**src/rtl/instr_boot_loader.sv**
```systemverilog
// Boot loader: assembles a little-endian word stream into instruction memory
// and holds the core in reset until the announced number of words is written.
//
// state | meaning
// HDR   | waiting for the word-count header byte
// BYTES | collecting the four bytes of the current word
// WRITE | one-cycle write strobe of the assembled word
// RUN   | load complete, core released; left only by reset
module instr_boot_loader #(
  parameter int MEM_WIDTH = 32,
  parameter int MEM_SIZE  = 256,
  parameter int BASE_ADDR = 212
) (
  input  logic        clk,
  input  logic        reset,
  input  logic [7:0]  rx_data,
  input  logic        rx_valid,
  output logic        rx_ready,
  output logic [31:0] mem_addr,
  output logic        mem_read_en,
  output logic        mem_write_en,
  output logic [31:0] mem_write_val,
  output logic        core_reset,
  output logic        load_done,
  output logic [7:0]  words_loaded
);

  typedef enum logic [1:0] {HDR, BYTES, WRITE, RUN} state_t;

  state_t                 state;
  logic [1:0]             byte_idx;
  logic [7:0]             word_idx;
  logic [7:0]             n_words;
  logic [MEM_WIDTH-1:0]   word_buf;
  logic                   xfer;
  logic [31:0]            word_addr;

  assign xfer        = rx_valid & rx_ready;
  assign mem_read_en = 1'b0;
  assign word_addr   = (32'(BASE_ADDR) + {24'd0, word_idx}) % 32'(MEM_SIZE);

  // Outputs are registered alongside the state so each one is valid in the
  // same cycle as the state it belongs to.
  always_ff @(posedge clk) begin
    if (reset) begin
      state         <= HDR;
      byte_idx      <= 2'd0;
      word_idx      <= 8'd0;
      n_words       <= 8'd0;
      word_buf      <= '0;
      words_loaded  <= 8'd0;
      rx_ready      <= 1'b1;
      mem_write_en  <= 1'b0;
      mem_addr      <= 32'd0;
      mem_write_val <= 32'd0;
      core_reset    <= 1'b1;
      load_done     <= 1'b0;
    end else begin
      mem_write_en  <= 1'b0;
      mem_addr      <= 32'd0;
      mem_write_val <= 32'd0;
      case (state)
        HDR: begin
          if (xfer) begin
            n_words <= rx_data;
            if (rx_data == 8'd0) begin
              state      <= RUN;
              rx_ready   <= 1'b0;
              core_reset <= 1'b0;
              load_done  <= 1'b1;
            end else begin
              state    <= BYTES;
              byte_idx <= 2'd0;
            end
          end
        end
        BYTES: begin
          if (xfer) begin
            word_buf[8*byte_idx +: 8] <= rx_data;
            byte_idx                  <= byte_idx + 2'd1;
            if (byte_idx == 2'd3) begin
              state         <= WRITE;
              rx_ready      <= 1'b0;
              mem_write_en  <= 1'b1;
              mem_addr      <= word_addr;
              mem_write_val <= {rx_data, word_buf[23:0]};
            end
          end
        end
        WRITE: begin
          words_loaded <= words_loaded + 8'd1;
          byte_idx     <= 2'd0;
          if (word_idx == n_words - 8'd1) begin
            state      <= RUN;
            core_reset <= 1'b0;
            load_done  <= 1'b1;
          end else begin
            word_idx <= word_idx + 8'd1;
            state    <= BYTES;
            rx_ready <= 1'b1;
          end
        end
        RUN: begin
          rx_ready <= 1'b0;
        end
        default: state <= HDR;
      endcase
    end
  end

endmodule
```
**config.mk**
```make
export PLATFORM = sky130hd
export DESIGN_NAME = instr_boot_loader
export DESIGN_NICKNAME = d
export VERILOG_FILES = /design/src/rtl/instr_boot_loader.sv
export SDC_FILE = /design/constraint.sdc
export NUM_CORES = 1
export LEC_CHECK = 0
export ABC_AREA = 0
export CAP_MARGIN = 15
export CORE_UTILIZATION = 45
export DETAILED_ROUTE_END_ITERATION = 10
export GPL_ROUTABILITY_DRIVEN = 0
export PLACE_DENSITY = 0.72
export SYNTH_ARGS = -nofsm -noshare
export SYNTH_HDL_FRONTEND = slang
export SYNTH_SLANG_ARGS = --single-unit
```
**constraint.sdc**
```tcl
create_clock -name clk -period 6.3 [get_ports clk]
set_clock_uncertainty 0.1 [all_clocks]
set_input_delay 1.575 -clock clk [delete_from_list [all_inputs] [get_ports clk]]
set_output_delay 1.575 -clock clk [all_outputs]
set_load 0.01 [all_outputs]
```
==> results.toml, run 1 <==
[clock_tree]
hold_buffers = 0
h-tree-depth = 3
cts_sinks = 96
cts_tree = "yes"
clk_pin_slew_ns = 0.09
clock_path_buffers = 2
postCtsSetupRepairBufs = 0
numCtsBuffers = 9
cts_resized = 0
clk_latency_ns = 0.37
clock-root-buffer = "clkbuf_8"

[setup_path]
arrival_ns = 3.58
cp.required_ns = 6.41
critPathMaxStageDelay_ns = 0.57
crit_path_start_kind = "input pin"
r2r-end = "state[1]"
critPathBufInv = 1
critPathMaxFanout = 6
cp_slowest_cell = "or4_1"
r2r_slack_ns = 3.38
cpMostUsedCell = "nor2_1"
critPathKind = "in -> reg"
worstRegToRegCells = 6
worstPathCellList = "clkdlybuf4s50_1 > or4_1 > nor2_1 > nor2_1 > a31oi_1 > nand3b_1 > a21oi_1"
timing.rr.start = "n_words[0]"
cpLargestDelayFamily = "simple AND/OR/NAND/NOR gates"
cp-startpoint = "rx_data[4]"
endpoint_kind = "register"

[timing]
post-route-period-util = 0.551
max_freq_mhz = 288
post-route-min-period_ns = 3.47
fin_tns_setup_ns = 0
final-hold-violation-count = 0
tightest_slew_ns = 1.04
finalSetupViolCount = 0
relSlewSlack = 0.305
rsz0062_at_grt = "false"
drv_slew = 0

[synth]
synth-warning-count = 0
ys_seq_area_frac = 0.482
netlist.area_leader.share = 0.482
synth.cell_area_sq_mm = 0.00399
yosys-top-cells-area = "dfxtp_1 (48%), and2_1 (6.3%), a21oi_1 (5.9%)"
synth_cell_types = 42
synth_cells = 446
yosysTopAreaCell = "dfxtp_1"
syn_avg_cell_area_sq_um = 8.94
ys_seq_elements = 96

[power_and_ir_drop]
clkPwrFrac = 0.298
p_leak_nw = 1.76
p_sw_w = 0.000462
p_comb_frac = 0.226
pwr-share-seq = 0.476
peakVddDrop_mv = 0.123
finalPower_w = 0.00143
p_int_w = 0.000966
sw_frac_of_total = 0.324
powerDensity_mw_per_mm2 = 300

[grt]
antenna_found_initial = 0
grtUsageTotal = 0.188
grt_max_degree = 58
grt-ovfl-total = 0
grt_pass1_vias = 2886
grt_pass1_wl_microns = 13300

[job]
cap_violations = 0

[run_status]
status = "complete, no violations"

[die]
die_h_microns = 96.1
dieArea_sq_mm = 0.00924
initial_utilization = 0.476
ioPinCount = 88
std_cell_rows = 33
die_w_microns = 96.1
core_area_sq_mm = 0.00838

[worst_hold_path]
worstHoldPathType = "reg -> reg"
hold_end = "word_buf[23]"
hp-start = "word_buf[23]"
min_path_cells = 2

[route]
wl_microns = 8200
antenna_left = 0
dr.pass1.iters = 4
dr.first_iter.drc_count = 157
wl_per_cell_microns = 13.5
vias = 3094
vias_per_cell = 5.08
route.detailed.drc = 0

[layout]
final_cell_mix = "dfxtp_1 (96), clkdlybuf4s50_1 (61), nand2_1 (59)"
syn_to_final_growth_pct = 19.6
drive_gt1_frac = 0.0476
fillerInstances = 766
layout_commonest_cell = "dfxtp_1"
nNetsFinal = 524
register_area_sq_mm = 0.00192
n_antenna_cell = 0
multi_input_area_sq_mm = 0.00184

[placed_design]
dp_hpwl_microns = 5710
port_buffers = 62
registers in the layout, indices dropped and copies added, names as in the netlist, 2 cells and up:
name	cells
mem_write_val	32
word_buf	24
mem_addr	8
n_words	8
word_idx	8
words_loaded	8
byte_idx	2
state	2
kinds of logic (layout without fill, tap and decap cells):
family          count (synthesis)  in the layout  share of synthesized area
other cells                     1             25                   0.000940
compound gates                 76             76                      0.117
fa+ha+maj                      14             14                     0.0439
mux                             2              2                    0.00502
buf+inv                        56             90                     0.0781
simple gates                  184            184                      0.236
xor+xnor                       17             17                     0.0373
flops                          96             96                      0.482
worst min-delay path, stage by stage, from the launching register on:
cell and delay (ns):
dfxtp_1 0.32, nand2_1 0.05, a21oi_1 0.05
cell type report:
cell class,count,share of cell area
flip-flops and latches,96,0.403
clock inverters,7,0.0184
well taps,105,0.0275
inverters,12,0.00944
repair buffers,62,0.129
multi-input cells,318,0.387
clock buffers,9,0.0260
routing by layer:
layer / wire [microns] / global-route usage
met4: 174 / 0.0945
met3: 551 / 0.0395
met2: 3750 / 0.313
met1: 3720 / 0.228
met5: 0 / 0
through the flow:
stage	util	instances	setup slack [ns]	area, sq um	hold slack [ns]
floorplan	-	470	3.30	4080	0.327
global placement	0.544	593	2.51	4560	0.333
detailed placement	0.544	593	2.46	4560	0.339
CTS	0.569	609	2.85	4770	0.353
global route	0.569	609	2.71	4770	0.364
finish	0.569	609	2.83	4770	0.353
synth_stat cells, drive strengths merged:
cell type  number
o211ai          1
and3b           1
xor2            8
xnor2           9
o21ai          14
buf            26
a21o            2
nor3b           3
ha             14
or2             1
nand3b          3
or4             3
nor2           20
clkbuf         18
or3b            1
nand3          28
nand2          59
o21a            1
nor2b           3
a32oi           2
a22oi           1
a311oi          1
conb            1
and3            2
mux2i           2
nand4           5
a2111oi         3
and2           40
inv            12
o221a           1
a31oi           1
a21oi          47
o21bai          1
and4bb          1
dfxtp          96
nor3            3
a211oi          1
or3            11
power by group through the flow:
| stage | clock, W | sequential (W) | combinational [W] |
|---|---|---|---|
| floorplan | 0 | 0.000686 | 0.000258 |
| global placement | 0 | 0.000692 | 0.000309 |
| detailed placement | 0 | 0.000694 | 0.000323 |
| CTS | 0.000435 | 0.000680 | 0.000325 |
| global route | 0.000462 | 0.000686 | 0.000360 |
| finish | 0.000426 | 0.000680 | 0.000323 |
worst max path at each step:
stage | to | slack, ns | cells past startpoint
2_1_floorplan | rx_ready | 3.30 | 6
3_5_place_dp | byte_idx[1] | 2.46 | 7
3_3_place_gp | byte_idx[0] | 2.51 | 7
5_1_grt | byte_idx[1] | 2.71 | 7
4_1_cts | byte_idx[1] | 2.85 | 7
6_report | byte_idx[1] | 2.83 | 7
(Power assumes the default switching activity.)
==> inputs of run 2 (changes only) <==
==> constraint.sdc (replaced) <==
create_clock -name clk -period 3.5 [get_ports clk]
set_clock_uncertainty 0.1 [all_clocks]
set_input_delay 0.875 -clock clk [delete_from_list [all_inputs] [get_ports clk]]
set_output_delay 0.875 -clock clk [all_outputs]
set_load 0.01 [all_outputs]
==> run 2 against run 1 <==
Via count increased by 1.9%. Critical path depth unchanged. Non-clock buffer count increased by 4. Utilization increased by 0.24 points. Design area increased by 0.42%. Sequential share of layout area decreased by 0.17 points. Wire length increased by 3.5%. Register-to-register slack got worse by 2.4 ns. Sequential power increased by 79%. Largest cell class unchanged. Largest power group unchanged.
==> results.toml, run 2 (synthesis results as in run 1) <==
[die]
std_cell_rows = 33
core_area_sq_mm = 0.00838
die_h_microns = 96.1
dieArea_sq_mm = 0.00924
die_w_microns = 96.1
ioPinCount = 88
initial_utilization = 0.476

[power_and_ir_drop]
p_comb_frac = 0.231
peakVddDrop_mv = 0.256
powerDensity_mw_per_mm2 = 534
clkPwrFrac = 0.290
p_sw_w = 0.000821
p_int_w = 0.00174
pwr-share-seq = 0.479
sw_frac_of_total = 0.321
p_leak_nw = 1.78

[timing]
max_freq_mhz = 364
drv_slew = 0
worst_slack_ns = 0.753
post-route-period-util = 0.785
whs_ns = 0.356
rsz0062_at_grt = "false"
finalSetupViolCount = 0
tightest_slew_ns = 0.925
final-hold-violation-count = 0
fin_tns_setup_ns = 0
relSlewSlack = 0.382
post-route-min-period_ns = 2.75

[clock_tree]
clock-root-buffer = "clkbuf_8"
clock_path_buffers = 2
h-tree-depth = 3
clk_pin_slew_ns = 0.09
cts_sinks = 96
numCtsBuffers = 9
cts_resized = 0
postCtsSetupRepairBufs = 0
hold_buffers = 0
clk_latency_ns = 0.36
cts_tree = "yes"

[route]
dr.first_iter.drc_count = 161
wl_microns = 8480
vias_per_cell = 5.14
vias = 3152
wl_per_cell_microns = 13.8
dr.pass1.iters = 4
antenna_left = 0
route.detailed.drc = 0

[grt]
grt-ovfl-total = 0
grt_pass1_vias = 2899
grt_pass1_wl_microns = 13400
antenna_found_initial = 0
use_met1 = 0.224
grt_max_degree = 57
grtUsageTotal = 0.191
grtUsageMet3 = 0.0355
met2_usage = 0.337
top_usage_layer = "met2"

[setup_path]
cp.required_ns = 3.62
critPathKind = "in -> reg"
critPathMaxStageDelay_ns = 0.57
cpLargestDelayFamily = "simple AND/OR/NAND/NOR gates"
cpMostUsedCell = "nor2_1"
arrival_ns = 2.87
cp_slowest_cell = "or4_1"
crit_path_start_kind = "input pin"
endpoint_kind = "register"
critPathBufInv = 1
worstPathCellList = "clkdlybuf4s50_1 > or4_1 > nor2_1 > nor2_1 > a31oi_1 > or3b_2 > a21oi_1"
critPathMaxFanout = 6

[layout]
final_cell_mix = "dfxtp_1 (96), clkdlybuf4s50_1 (61), nand2_1 (59)"
fillerInstances = 767
nNetsFinal = 528
register_area_sq_mm = 0.00192
reg_top3 = "mem_write_val x32, word_buf x24"
syn_to_final_growth_pct = 20.1
largest_reg_flops = 32
multi_input_area_sq_mm = 0.00184
n_antenna_cell = 0
drive_gt1_frac = 0.0551
design_area_sq_mm = 0.00479
top_register = "mem_write_val"
layout_commonest_cell = "dfxtp_1"

[placed_design]
place_area_sq_mm = 0.00459
dp_hpwl_microns = 6060
post-place-ws_ns = 0.436
port_buffers = 62

[job]
cap_violations = 0

[worst_hold_path]
worstHoldPathType = "reg -> reg"

[run_status]
status = "complete, no violations"
## run 2: cell count changes in the layout (fill, tap and decap cells not counted), sizes merged
cell / change
buf: +4
clkinv: -1
clkinvlp: +1
## run 2: worst paths after layout
| kind | startpoint | endpoint | slack [ns] | cells after the start |
|---|---|---|---|---|
| hold / removal | word_buf[18] | mem_write_val[18] | 0.36 | 1 |
| setup / recovery | rx_data[0] | byte_idx[0] | 0.75 | 7 |
| hold reg to reg | word_buf[18] | mem_write_val[18] | 0.36 | 1 |
| setup reg to reg | n_words[0] | state[1] | 0.98 | 7 |
## run 2: cell type report
cell class / count / share of cell area
repair buffers: 66 / 0.135
well taps: 105 / 0.0274
clock buffers: 9 / 0.0259
multi-input cells: 318 / 0.385
clock inverters: 7 / 0.0162
inverters: 12 / 0.00940
flip-flops and latches: 96 / 0.401
## run 2: layer usage
layer	routed length [microns]	vias up	share of wire
met4	177	0	0.021
met3	430	17	0.051
met2	4150	120	0.49
met1	3720	1457	0.44
met5	0	-	0
li1	-	1558	-
## run 2: through the flow
step | total power, W | utilization | instances
after global routing | 0.00269 | 0.571 | 613
after detailed placement | 0.00183 | 0.547 | 597
final | 0.00256 | 0.571 | 613
after floorplan | 0.00170 | - | 470
after CTS | 0.00257 | 0.571 | 613
after global placement | 0.00181 | 0.547 | 597
## run 2: power by group through the flow
| stage | clock network (W) | logic (W) | registers (W) |
|---|---|---|---|
| 2_1_floorplan | 0 | 0.000464 | 0.00124 |
| 3_3_place_gp | 0 | 0.000568 | 0.00125 |
| 3_5_place_dp | 0 | 0.000581 | 0.00125 |
| 4_1_cts | 0.000756 | 0.000589 | 0.00122 |
| 5_1_grt | 0.000798 | 0.000655 | 0.00124 |
| 6_report | 0.000741 | 0.000591 | 0.00122 |
